<file path="src/rtl/custom_reg_to_axi_master_if.sv">
// Single-beat AXI4 master/slave bundle used by custom_reg_to_axi_master.
interface custom_reg_to_axi_master_if #(
    parameter int unsigned ADDR_WIDTH = 32,
    parameter int unsigned DATA_WIDTH = 32,
    parameter int unsigned ID_WIDTH   = 2,
    parameter int unsigned STRB_WIDTH = DATA_WIDTH / 8
) ();
    logic [ID_WIDTH-1:0]   awid;
    logic [ADDR_WIDTH-1:0] awaddr;
    logic [7:0]            awlen;
    logic [2:0]            awsize;
    logic [1:0]            awburst;
    logic                  awlock;
    logic [3:0]            awcache;
    logic [2:0]            awprot;
    logic [3:0]            awqos;
    logic [3:0]            awregion;
    logic                  awvalid;
    logic                  awready;
    logic [DATA_WIDTH-1:0] wdata;
    logic [STRB_WIDTH-1:0] wstrb;
    logic                  wlast;
    logic                  wvalid;
    logic                  wready;
    logic [ID_WIDTH-1:0]   bid;
    logic [1:0]            bresp;
    logic                  bvalid;
    logic                  bready;
    logic [ID_WIDTH-1:0]   arid;
    logic [ADDR_WIDTH-1:0] araddr;
    logic [7:0]            arlen;
    logic [2:0]            arsize;
    logic [1:0]            arburst;
    logic                  arlock;
    logic [3:0]            arcache;
    logic [2:0]            arprot;
    logic [3:0]            arqos;
    logic [3:0]            arregion;
    logic                  arvalid;
    logic                  arready;
    logic [ID_WIDTH-1:0]   rid;
    logic [DATA_WIDTH-1:0] rdata;
    logic [1:0]            rresp;
    logic                  rlast;
    logic                  rvalid;
    logic                  rready;

    modport master (
        output awid, awaddr, awlen, awsize, awburst, awlock, awcache, awprot, awqos, awregion, awvalid,
        input  awready,
        output wdata, wstrb, wlast, wvalid,
        input  wready,
        input  bid, bresp, bvalid,
        output bready,
        output arid, araddr, arlen, arsize, arburst, arlock, arcache, arprot, arqos, arregion, arvalid,
        input  arready,
        input  rid, rdata, rresp, rlast, rvalid,
        output rready
    );

    modport slave (
        input  awid, awaddr, awlen, awsize, awburst, awlock, awcache, awprot, awqos, awregion, awvalid,
        output awready,
        input  wdata, wstrb, wlast, wvalid,
        output wready,
        output bid, bresp, bvalid,
        input  bready,
        input  arid, araddr, arlen, arsize, arburst, arlock, arcache, arprot, arqos, arregion, arvalid,
        output arready,
        output rid, rdata, rresp, rlast, rvalid,
        input  rready
    );
endinterface

</file>
<file path="src/rtl/custom_reg_to_axi_master.sv">
// Register-bus to single-beat AXI4 master bridge.
// Optional response watchdog with DRAIN state: define REG2AXI_TIMEOUT_EN.
module custom_reg_to_axi_master #(
    parameter int unsigned                AXI_ADDR_WIDTH = 32,
    parameter int unsigned                AXI_DATA_WIDTH = 32,
    parameter int unsigned                AXI_STRB_WIDTH = AXI_DATA_WIDTH / 8,
    parameter int unsigned                AXI_ID_WIDTH   = 2,
    parameter int unsigned                AXI_ID         = 0,
    parameter logic [AXI_ADDR_WIDTH-1:0]  BASE_ADDR      = {AXI_ADDR_WIDTH{1'b0}},
    parameter int unsigned                TIMEOUT_CYCLES = 1024
) (
    input  logic                          clk_i,
    input  logic                          rst_ni,
    input  logic [AXI_ADDR_WIDTH-1:0]     req_addr_i,
    input  logic                          req_write_i,
    input  logic [AXI_DATA_WIDTH-1:0]     req_wdata_i,
    input  logic [AXI_STRB_WIDTH-1:0]     req_wstrb_i,
    input  logic                          req_valid_i,
    output logic [AXI_DATA_WIDTH-1:0]     rsp_rdata_o,
    output logic                          rsp_error_o,
    output logic                          rsp_ready_o,
    output logic                          busy_o,
    custom_reg_to_axi_master_if.master    m_axi
);
    typedef enum logic [2:0] {
        ST_IDLE   = 3'd0,
        ST_WR_REQ = 3'd1,
        ST_WR_RSP = 3'd2,
        ST_RD_REQ = 3'd3,
        ST_RD_RSP = 3'd4,
        ST_RESP   = 3'd5
`ifdef REG2AXI_TIMEOUT_EN
        ,
        ST_DRAIN  = 3'd6
`endif
    } state_e;

    state_e                    state_q, state_d;
    logic                      aw_done_q, aw_done_d;
    logic                      w_done_q, w_done_d;
    logic                      is_write_q, is_write_d;
    logic [AXI_ADDR_WIDTH-1:0] addr_q, addr_d;
    logic [AXI_DATA_WIDTH-1:0] wdata_q, wdata_d;
    logic [AXI_STRB_WIDTH-1:0] wstrb_q, wstrb_d;
    logic [AXI_DATA_WIDTH-1:0] rdata_q, rdata_d;
    logic                      error_q, error_d;
    logic                      awvalid_q, awvalid_d;
    logic                      wvalid_q, wvalid_d;
    logic                      arvalid_q, arvalid_d;
    logic                      bready_q, bready_d;
    logic                      rready_q, rready_d;
    logic                      rsp_ready_q, rsp_ready_d;
    logic                      busy_q, busy_d;
    logic                      b_hs_s, r_hs_s, tmo_hit_s;

    assign b_hs_s = bready_q & m_axi.bvalid;
    assign r_hs_s = rready_q & m_axi.rvalid;

`ifdef REG2AXI_TIMEOUT_EN
    logic [31:0] tmo_cnt_q;
    logic        timed_out_q;

    assign tmo_hit_s = ((state_q == ST_WR_RSP) || (state_q == ST_RD_RSP)) &&
                       (tmo_cnt_q == (TIMEOUT_CYCLES - 32'd1));

    // Watchdog counts cycles spent waiting for B/R; timed_out_q steers RESP into DRAIN.
    always_ff @(posedge clk_i) begin
        if (!rst_ni) begin
            tmo_cnt_q   <= 32'd0;
            timed_out_q <= 1'b0;
        end else begin
            if ((state_q == ST_WR_RSP) || (state_q == ST_RD_RSP)) begin
                tmo_cnt_q <= tmo_cnt_q + 32'd1;
            end else begin
                tmo_cnt_q <= 32'd0;
            end
            if (state_q == ST_IDLE) begin
                timed_out_q <= 1'b0;
            end else if (tmo_hit_s && !b_hs_s && !r_hs_s) begin
                timed_out_q <= 1'b1;
            end else begin
                timed_out_q <= timed_out_q;
            end
        end
    end
`else
    logic unused_s;
    assign tmo_hit_s = 1'b0;
    assign unused_s  = ^{is_write_q, TIMEOUT_CYCLES[0]};
`endif

    logic unused_axi_s;
    assign unused_axi_s = ^{m_axi.bid, m_axi.bresp[0], m_axi.rid, m_axi.rresp[0], m_axi.rlast};

    // Next-state logic; all bus outputs are registered from the next-state values.
    always_comb begin
        state_d    = state_q;
        aw_done_d  = aw_done_q;
        w_done_d   = w_done_q;
        is_write_d = is_write_q;
        addr_d     = addr_q;
        wdata_d    = wdata_q;
        wstrb_d    = wstrb_q;
        rdata_d    = rdata_q;
        error_d    = error_q;
        case (state_q)
            ST_IDLE: begin
                if (req_valid_i) begin
                    addr_d     = req_addr_i + BASE_ADDR;
                    wdata_d    = req_wdata_i;
                    wstrb_d    = req_wstrb_i;
                    is_write_d = req_write_i;
                    aw_done_d  = 1'b0;
                    w_done_d   = 1'b0;
                    state_d    = req_write_i ? ST_WR_REQ : ST_RD_REQ;
                end else begin
                    state_d = ST_IDLE;
                end
            end
            ST_WR_REQ: begin
                if (awvalid_q && m_axi.awready) begin
                    aw_done_d = 1'b1;
                end else begin
                    aw_done_d = aw_done_q;
                end
                if (wvalid_q && m_axi.wready) begin
                    w_done_d = 1'b1;
                end else begin
                    w_done_d = w_done_q;
                end
                if (aw_done_d && w_done_d) begin
                    state_d = ST_WR_RSP;
                end else begin
                    state_d = ST_WR_REQ;
                end
            end
            ST_WR_RSP: begin
                if (b_hs_s) begin
                    error_d = m_axi.bresp[1];
                    rdata_d = {AXI_DATA_WIDTH{1'b0}};
                    state_d = ST_RESP;
                end else if (tmo_hit_s) begin
                    error_d = 1'b1;
                    rdata_d = {AXI_DATA_WIDTH{1'b0}};
                    state_d = ST_RESP;
                end else begin
                    state_d = ST_WR_RSP;
                end
            end
            ST_RD_REQ: begin
                if (arvalid_q && m_axi.arready) begin
                    state_d = ST_RD_RSP;
                end else begin
                    state_d = ST_RD_REQ;
                end
            end
            ST_RD_RSP: begin
                if (r_hs_s) begin
                    error_d = m_axi.rresp[1];
                    rdata_d = m_axi.rdata;
                    state_d = ST_RESP;
                end else if (tmo_hit_s) begin
                    error_d = 1'b1;
                    rdata_d = {AXI_DATA_WIDTH{1'b0}};
                    state_d = ST_RESP;
                end else begin
                    state_d = ST_RD_RSP;
                end
            end
            ST_RESP: begin
`ifdef REG2AXI_TIMEOUT_EN
                state_d = timed_out_q ? ST_DRAIN : ST_IDLE;
`else
                state_d = ST_IDLE;
`endif
            end
`ifdef REG2AXI_TIMEOUT_EN
            // The late response is accepted and thrown away.
            ST_DRAIN: begin
                if (b_hs_s || r_hs_s) begin
                    state_d = ST_IDLE;
                end else begin
                    state_d = ST_DRAIN;
                end
            end
`endif
            default: begin
                state_d = ST_IDLE;
            end
        endcase

        awvalid_d   = (state_d == ST_WR_REQ) && !aw_done_d;
        wvalid_d    = (state_d == ST_WR_REQ) && !w_done_d;
        arvalid_d   = (state_d == ST_RD_REQ);
        bready_d    = (state_d == ST_WR_RSP);
        rready_d    = (state_d == ST_RD_RSP);
`ifdef REG2AXI_TIMEOUT_EN
        bready_d    = bready_d || ((state_d == ST_DRAIN) && is_write_d);
        rready_d    = rready_d || ((state_d == ST_DRAIN) && !is_write_d);
`endif
        rsp_ready_d = (state_d == ST_RESP);
        busy_d      = (state_d != ST_IDLE);
    end

    // State and registered outputs.
    always_ff @(posedge clk_i) begin
        if (!rst_ni) begin
            state_q     <= ST_IDLE;
            aw_done_q   <= 1'b0;
            w_done_q    <= 1'b0;
            is_write_q  <= 1'b0;
            addr_q      <= {AXI_ADDR_WIDTH{1'b0}};
            wdata_q     <= {AXI_DATA_WIDTH{1'b0}};
            wstrb_q     <= {AXI_STRB_WIDTH{1'b0}};
            rdata_q     <= {AXI_DATA_WIDTH{1'b0}};
            error_q     <= 1'b0;
            awvalid_q   <= 1'b0;
            wvalid_q    <= 1'b0;
            arvalid_q   <= 1'b0;
            bready_q    <= 1'b0;
            rready_q    <= 1'b0;
            rsp_ready_q <= 1'b0;
            busy_q      <= 1'b0;
        end else begin
            state_q     <= state_d;
            aw_done_q   <= aw_done_d;
            w_done_q    <= w_done_d;
            is_write_q  <= is_write_d;
            addr_q      <= addr_d;
            wdata_q     <= wdata_d;
            wstrb_q     <= wstrb_d;
            rdata_q     <= rdata_d;
            error_q     <= error_d;
            awvalid_q   <= awvalid_d;
            wvalid_q    <= wvalid_d;
            arvalid_q   <= arvalid_d;
            bready_q    <= bready_d;
            rready_q    <= rready_d;
            rsp_ready_q <= rsp_ready_d;
            busy_q      <= busy_d;
        end
    end

    assign rsp_rdata_o    = rdata_q;
    assign rsp_error_o    = error_q;
    assign rsp_ready_o    = rsp_ready_q;
    assign busy_o         = busy_q;

    assign m_axi.awid     = AXI_ID_WIDTH'(AXI_ID);
    assign m_axi.awaddr   = addr_q;
    assign m_axi.awlen    = 8'd0;
    assign m_axi.awsize   = 3'($clog2(AXI_STRB_WIDTH));
    assign m_axi.awburst  = 2'b01;
    assign m_axi.awlock   = 1'b0;
    assign m_axi.awcache  = 4'b0010;
    assign m_axi.awprot   = 3'b000;
    assign m_axi.awqos    = 4'd0;
    assign m_axi.awregion = 4'd0;
    assign m_axi.awvalid  = awvalid_q;
    assign m_axi.wdata    = wdata_q;
    assign m_axi.wstrb    = wstrb_q;
    assign m_axi.wlast    = 1'b1;
    assign m_axi.wvalid   = wvalid_q;
    assign m_axi.bready   = bready_q;
    assign m_axi.arid     = AXI_ID_WIDTH'(AXI_ID);
    assign m_axi.araddr   = addr_q;
    assign m_axi.arlen    = 8'd0;
    assign m_axi.arsize   = 3'($clog2(AXI_STRB_WIDTH));
    assign m_axi.arburst  = 2'b01;
    assign m_axi.arlock   = 1'b0;
    assign m_axi.arcache  = 4'b0010;
    assign m_axi.arprot   = 3'b000;
    assign m_axi.arqos    = 4'd0;
    assign m_axi.arregion = 4'd0;
    assign m_axi.arvalid  = arvalid_q;
    assign m_axi.rready   = rready_q;
endmodule

</file>
<file path="src/flat_wrapper.sv">
// flat-port wrapper written by rule: the top's interface ports become plain ports
module custom_reg_to_axi_master_flat 
#(
    parameter int unsigned                AXI_ADDR_WIDTH = 32,
    parameter int unsigned                AXI_DATA_WIDTH = 32,
    parameter int unsigned                AXI_STRB_WIDTH = AXI_DATA_WIDTH / 8,
    parameter int unsigned                AXI_ID_WIDTH   = 2,
    parameter int unsigned                AXI_ID         = 0,
    parameter logic [AXI_ADDR_WIDTH-1:0]  BASE_ADDR      = {AXI_ADDR_WIDTH{1'b0}},
    parameter int unsigned                TIMEOUT_CYCLES = 1024
)
  (clk_i, rst_ni, req_addr_i, req_write_i, req_wdata_i, req_wstrb_i, req_valid_i, rsp_rdata_o, rsp_error_o, rsp_ready_o, busy_o, m_axi_awid, m_axi_awaddr, m_axi_awlen, m_axi_awsize, m_axi_awburst, m_axi_awlock, m_axi_awcache, m_axi_awprot, m_axi_awqos, m_axi_awregion, m_axi_awvalid, m_axi_awready, m_axi_wdata, m_axi_wstrb, m_axi_wlast, m_axi_wvalid, m_axi_wready, m_axi_bid, m_axi_bresp, m_axi_bvalid, m_axi_bready, m_axi_arid, m_axi_araddr, m_axi_arlen, m_axi_arsize, m_axi_arburst, m_axi_arlock, m_axi_arcache, m_axi_arprot, m_axi_arqos, m_axi_arregion, m_axi_arvalid, m_axi_arready, m_axi_rid, m_axi_rdata, m_axi_rresp, m_axi_rlast, m_axi_rvalid, m_axi_rready);
  custom_reg_to_axi_master_if #(.ADDR_WIDTH((32)), .DATA_WIDTH((32)), .ID_WIDTH((2)), .STRB_WIDTH((4))) m_axi_i ();
  input  logic clk_i;
  input  logic rst_ni;
  input  logic [AXI_ADDR_WIDTH-1:0] req_addr_i;
  input  logic req_write_i;
  input  logic [AXI_DATA_WIDTH-1:0] req_wdata_i;
  input  logic [AXI_STRB_WIDTH-1:0] req_wstrb_i;
  input  logic req_valid_i;
  output logic [AXI_DATA_WIDTH-1:0] rsp_rdata_o;
  output logic rsp_error_o;
  output logic rsp_ready_o;
  output logic busy_o;
  output wire logic [$bits(m_axi_i.awid)-1:0] m_axi_awid;
  output wire logic [$bits(m_axi_i.awaddr)-1:0] m_axi_awaddr;
  output wire logic [$bits(m_axi_i.awlen)-1:0] m_axi_awlen;
  output wire logic [$bits(m_axi_i.awsize)-1:0] m_axi_awsize;
  output wire logic [$bits(m_axi_i.awburst)-1:0] m_axi_awburst;
  output wire logic [$bits(m_axi_i.awlock)-1:0] m_axi_awlock;
  output wire logic [$bits(m_axi_i.awcache)-1:0] m_axi_awcache;
  output wire logic [$bits(m_axi_i.awprot)-1:0] m_axi_awprot;
  output wire logic [$bits(m_axi_i.awqos)-1:0] m_axi_awqos;
  output wire logic [$bits(m_axi_i.awregion)-1:0] m_axi_awregion;
  output wire logic [$bits(m_axi_i.awvalid)-1:0] m_axi_awvalid;
  input wire logic [$bits(m_axi_i.awready)-1:0] m_axi_awready;
  output wire logic [$bits(m_axi_i.wdata)-1:0] m_axi_wdata;
  output wire logic [$bits(m_axi_i.wstrb)-1:0] m_axi_wstrb;
  output wire logic [$bits(m_axi_i.wlast)-1:0] m_axi_wlast;
  output wire logic [$bits(m_axi_i.wvalid)-1:0] m_axi_wvalid;
  input wire logic [$bits(m_axi_i.wready)-1:0] m_axi_wready;
  input wire logic [$bits(m_axi_i.bid)-1:0] m_axi_bid;
  input wire logic [$bits(m_axi_i.bresp)-1:0] m_axi_bresp;
  input wire logic [$bits(m_axi_i.bvalid)-1:0] m_axi_bvalid;
  output wire logic [$bits(m_axi_i.bready)-1:0] m_axi_bready;
  output wire logic [$bits(m_axi_i.arid)-1:0] m_axi_arid;
  output wire logic [$bits(m_axi_i.araddr)-1:0] m_axi_araddr;
  output wire logic [$bits(m_axi_i.arlen)-1:0] m_axi_arlen;
  output wire logic [$bits(m_axi_i.arsize)-1:0] m_axi_arsize;
  output wire logic [$bits(m_axi_i.arburst)-1:0] m_axi_arburst;
  output wire logic [$bits(m_axi_i.arlock)-1:0] m_axi_arlock;
  output wire logic [$bits(m_axi_i.arcache)-1:0] m_axi_arcache;
  output wire logic [$bits(m_axi_i.arprot)-1:0] m_axi_arprot;
  output wire logic [$bits(m_axi_i.arqos)-1:0] m_axi_arqos;
  output wire logic [$bits(m_axi_i.arregion)-1:0] m_axi_arregion;
  output wire logic [$bits(m_axi_i.arvalid)-1:0] m_axi_arvalid;
  input wire logic [$bits(m_axi_i.arready)-1:0] m_axi_arready;
  input wire logic [$bits(m_axi_i.rid)-1:0] m_axi_rid;
  input wire logic [$bits(m_axi_i.rdata)-1:0] m_axi_rdata;
  input wire logic [$bits(m_axi_i.rresp)-1:0] m_axi_rresp;
  input wire logic [$bits(m_axi_i.rlast)-1:0] m_axi_rlast;
  input wire logic [$bits(m_axi_i.rvalid)-1:0] m_axi_rvalid;
  output wire logic [$bits(m_axi_i.rready)-1:0] m_axi_rready;
  assign m_axi_awid = m_axi_i.awid;
  assign m_axi_awaddr = m_axi_i.awaddr;
  assign m_axi_awlen = m_axi_i.awlen;
  assign m_axi_awsize = m_axi_i.awsize;
  assign m_axi_awburst = m_axi_i.awburst;
  assign m_axi_awlock = m_axi_i.awlock;
  assign m_axi_awcache = m_axi_i.awcache;
  assign m_axi_awprot = m_axi_i.awprot;
  assign m_axi_awqos = m_axi_i.awqos;
  assign m_axi_awregion = m_axi_i.awregion;
  assign m_axi_awvalid = m_axi_i.awvalid;
  assign m_axi_i.awready = m_axi_awready;
  assign m_axi_wdata = m_axi_i.wdata;
  assign m_axi_wstrb = m_axi_i.wstrb;
  assign m_axi_wlast = m_axi_i.wlast;
  assign m_axi_wvalid = m_axi_i.wvalid;
  assign m_axi_i.wready = m_axi_wready;
  assign m_axi_i.bid = m_axi_bid;
  assign m_axi_i.bresp = m_axi_bresp;
  assign m_axi_i.bvalid = m_axi_bvalid;
  assign m_axi_bready = m_axi_i.bready;
  assign m_axi_arid = m_axi_i.arid;
  assign m_axi_araddr = m_axi_i.araddr;
  assign m_axi_arlen = m_axi_i.arlen;
  assign m_axi_arsize = m_axi_i.arsize;
  assign m_axi_arburst = m_axi_i.arburst;
  assign m_axi_arlock = m_axi_i.arlock;
  assign m_axi_arcache = m_axi_i.arcache;
  assign m_axi_arprot = m_axi_i.arprot;
  assign m_axi_arqos = m_axi_i.arqos;
  assign m_axi_arregion = m_axi_i.arregion;
  assign m_axi_arvalid = m_axi_i.arvalid;
  assign m_axi_i.arready = m_axi_arready;
  assign m_axi_i.rid = m_axi_rid;
  assign m_axi_i.rdata = m_axi_rdata;
  assign m_axi_i.rresp = m_axi_rresp;
  assign m_axi_i.rlast = m_axi_rlast;
  assign m_axi_i.rvalid = m_axi_rvalid;
  assign m_axi_rready = m_axi_i.rready;
  custom_reg_to_axi_master #(.AXI_ADDR_WIDTH(AXI_ADDR_WIDTH), .AXI_DATA_WIDTH(AXI_DATA_WIDTH), .AXI_STRB_WIDTH(AXI_STRB_WIDTH), .AXI_ID_WIDTH(AXI_ID_WIDTH), .AXI_ID(AXI_ID), .BASE_ADDR(BASE_ADDR), .TIMEOUT_CYCLES(TIMEOUT_CYCLES)) u_core (.clk_i(clk_i), .rst_ni(rst_ni), .req_addr_i(req_addr_i), .req_write_i(req_write_i), .req_wdata_i(req_wdata_i), .req_wstrb_i(req_wstrb_i), .req_valid_i(req_valid_i), .rsp_rdata_o(rsp_rdata_o), .rsp_error_o(rsp_error_o), .rsp_ready_o(rsp_ready_o), .busy_o(busy_o), .m_axi(m_axi_i));
endmodule
</file>
<file path="config.mk">
export PLATFORM = sky130hd
export DESIGN_NAME = custom_reg_to_axi_master_flat
export DESIGN_NICKNAME = d
export VERILOG_FILES = /design/src/rtl/custom_reg_to_axi_master_if.sv /design/src/rtl/custom_reg_to_axi_master.sv /design/src/flat_wrapper.sv
export SDC_FILE = /design/constraint.sdc
export NUM_CORES = 1
export LEC_CHECK = 0
export ABC_AREA = 1
export BUFFER_PORTS_ARGS = -buffer_cell sky130_fd_sc_hd__buf_4
export CAP_MARGIN = 5
export CORE_AREA = 2 2 124 126
export CTS_CLUSTER_SIZE = 40
export DETAILED_ROUTE_END_ITERATION = 8
export DIE_AREA = 0 0 126 128
export PLACE_DENSITY = 0.68
export SLEW_MARGIN = 20
export SYNTH_ARGS = -nofsm -noshare
export SYNTH_HDL_FRONTEND = slang
export SYNTH_SLANG_ARGS = --single-unit
</file>
<file path="constraint.sdc">
create_clock -name clk_i -period 1.4 [get_ports clk_i]
set_clock_uncertainty 0.1 [all_clocks]
set_input_delay 0.28 -clock clk_i [delete_from_list [all_inputs] [get_ports clk_i]]
set_output_delay 0.28 -clock clk_i [all_outputs]
set_load 0.01 [all_outputs]
</file>
==> out/summary.txt <==
status: completed
commonest non-fill, non-tap cell in the layout: buf_4
insertion delay to the later sink of the worst-skew pair: 410 ps
largest net degree at the start of global routing: 48
CP required: 1600 ps
Synth Area per Inst: 7.86 um2
Power Dens Cells: 1210 nW/um2
Place WS: -29.7 ps
register share of total power: 37.7%
reg2reg start: u_core.state_q[0]
Initial DRT Pass Iterations: 4
CP top delay family: flip-flops
vias per cell: 4.37
critical path capture point type: flip-flop
Crit. Startpoint: u_core.state_q[0]
hpwl dp: 9650 um
Crit Path Class: flip-flop to flip-flop
Die ar.: 16100 um2
Clock Sinks: 113
Iteration-0 DRC Markers: 218
Worst-path clk slew: 50 ps
CTS Buf Count: 17
Post-Route WL: 15500 um
most used cell, CP: nand2_4
die height: 128 um
cell-internal power: 7.18 mW
Final GP Congestion: 0.808
hold_sp: m_axi_rdata[9]
layout cell share with drive strength beyond 1: 38.7%
Pleak: 4.07 nW
DIE WIDTH: 126 um
Routed wire per std cell: 13.7 um
post-route ant nets: 0
first-pass GRT wire length: 22800 um
initial antenna violation count: 0
worst path cell trace: inv_4 > nand2_4 > o21bai_4 > nand2_4 > inv_8 > clkbuf_16 > o21ai_1 > nor2_1
Final Cycle Share: 99.8%
Yosys reg bits: 113
Max Cap Viol: 0
P_sw: 2.70 mW
Critical Path Start Type: flip-flop
Vias: 4920
CP max FO: 8
nets@finish: 1048
# IOs: 321
final setup violation count: 0
CP peak stage delay: 370 ps
Hold Worst Slack: 14.3 ps
largest cells by area after synthesis: dfxtp_1 (46%), buf_4 (15%), nor2_1 (13%)
post-layout min period: 1400 ps
Root Buffer: clkbuf_16
row count: 45
commonest cells after routing, fill and taps aside: buf_4 (258), nor2_1 (166), dfxtp_1 (109)
maximum vdd drop: 0.762 mV
Distinct cells, synth: 25
crit path DAT: 1590 ps
register area share after synthesis: 45.8%
H-tree depth: 4
combinational share of power: 22.7%
Post-Synthesis Cells: 629
Final Hold Fails: 0
Total Power: 9.89 mW
core area: 14900 um2
clock buffer depth: 2
synthesized area: 4940 um2
ant diodes: 0
Max Fclk: 716 MHz
Ys Warns: 0
Slowest-stage cell, CP: dfxtp_2
RSZ-0062 raised after global routing: true
switch share: 27.3%
Slew Viols, Final: 0
clock share of power: 39.6%
worst min path class: primary input to flip-flop
gr ovfl total: 0
Layout area overhead: 65.3%
CP bufs+invs: 3
CTS tree: done
PortBufs: 250
top cell type's share of synthesized area: 45.8%
Final WS setup: 2.78 ps
vias in the first global route: 4528
gr usage total: 17.8%
Initial Utilization: 33.2%
Yosys top cell by area: dfxtp_1
# DRC: 0
[worst paths after layout]
kind | to | slack (ps) | cells after the start
setup / recovery | u_core.rsp_rdata_o[30] | 3 | 8
hold / removal | u_core.rsp_rdata_o[9] | 10 | 3
setup reg to reg | u_core.rsp_rdata_o[30] | 3 | 8
hold reg to reg | u_core.rsp_error_o | 380 | 2
[tightest hold or removal path, cell delays in order]
cell and delay, ps:
buf_4 80, a21oi_2 40, nor2_1 80
[final cells by class]
class                           instances  area (um2)
Clock buffer                           21         470
Clock inverter                          7        62.6
Fill cell                            1315        6700
Inverter                               17        81.3
Multi-Input combinational cell        431        2020
Sequential cell                       113        2270
Tap cell                              188         235
Timing Repair Buffer                  350        3030
[per-layer routing]
| metal | global-route usage, % | vias up | share of wire [%] |
|---|---|---|---|
| li1 | - | 2450 | - |
| met1 | 19.9 | 2228 | 39 |
| met2 | 31.0 | 215 | 51 |
| met3 | 6.84 | 27 | 7.1 |
| met4 | 6.53 | 0 | 2.2 |
| met5 | 0 | - | 0 |
[power groups by stage]
| stage | Sequential, mW | Combinational [mW] | Clock, mW |
|---|---|---|---|
| finish | 3.72 | 2.24 | 3.92 |
| global route | 3.75 | 2.44 | 4.19 |
| CTS | 3.71 | 2.13 | 4.04 |
| detailed placement | 3.77 | 1.95 | 0 |
| global placement | 3.77 | 1.94 | 0 |
| floorplan | 3.87 | 1.05 | 0 |
[logic make-up (layout without fill, tap and decap cells)]
kind of cell,count (synthesis),in the layout,share of synthesized area (%)
AO/OA/AOI/OAI,138,138,14.5
AND/OR/NAND/NOR,230,230,19.5
flip-flops,113,113,45.8
other,2,63,0.152
buffers and inverters,146,395,20.1
[registers in the layout (all words and copies together), names as in the netlist, 3 cells and up]
name,cells
u_core.m_axi.araddr,32
u_core.m_axi.wstrb,4
u_core.state_q,3
u_core.m_axi.wdata,32
u_core.rsp_rdata_o,32
[repair_timing]
action                                  in CTS  in global routing
buffers inserted                             0                  2
resized for setup                            2                 46
endpoints found under the setup margin       3                 81
hold endpoints to repair                    75                  0
pin swaps                                    0                  5
hold buffers                                75                  0
gates cloned                                 0                  4
[cell usage after synthesis, drive strengths merged]
library cell  instances
a21oi                32
buf                 117
clkbuf               12
conb                  2
dfxtp               113
inv                  17
nand2                32
nand3                 7
nand4                 1
nor2                189
nor3                  1
o21ai               104
o21bai                2
[stage by stage]
step / instance area, um2 / utilization [%] / setup TNS [ps] / cells
floorplan: 5170 / - / 0 / 690
global placement: 6620 / 44.6 / -9.66 / 1018
detailed placement: 6620 / 44.6 / -55.4 / 1018
CTS: 7910 / 53.2 / 0 / 1121
global route: 8170 / 55.0 / -867 / 1127
finish: 8170 / 55.0 / 0 / 1127
No activity file was read; power rests on OpenSTA's default activity.
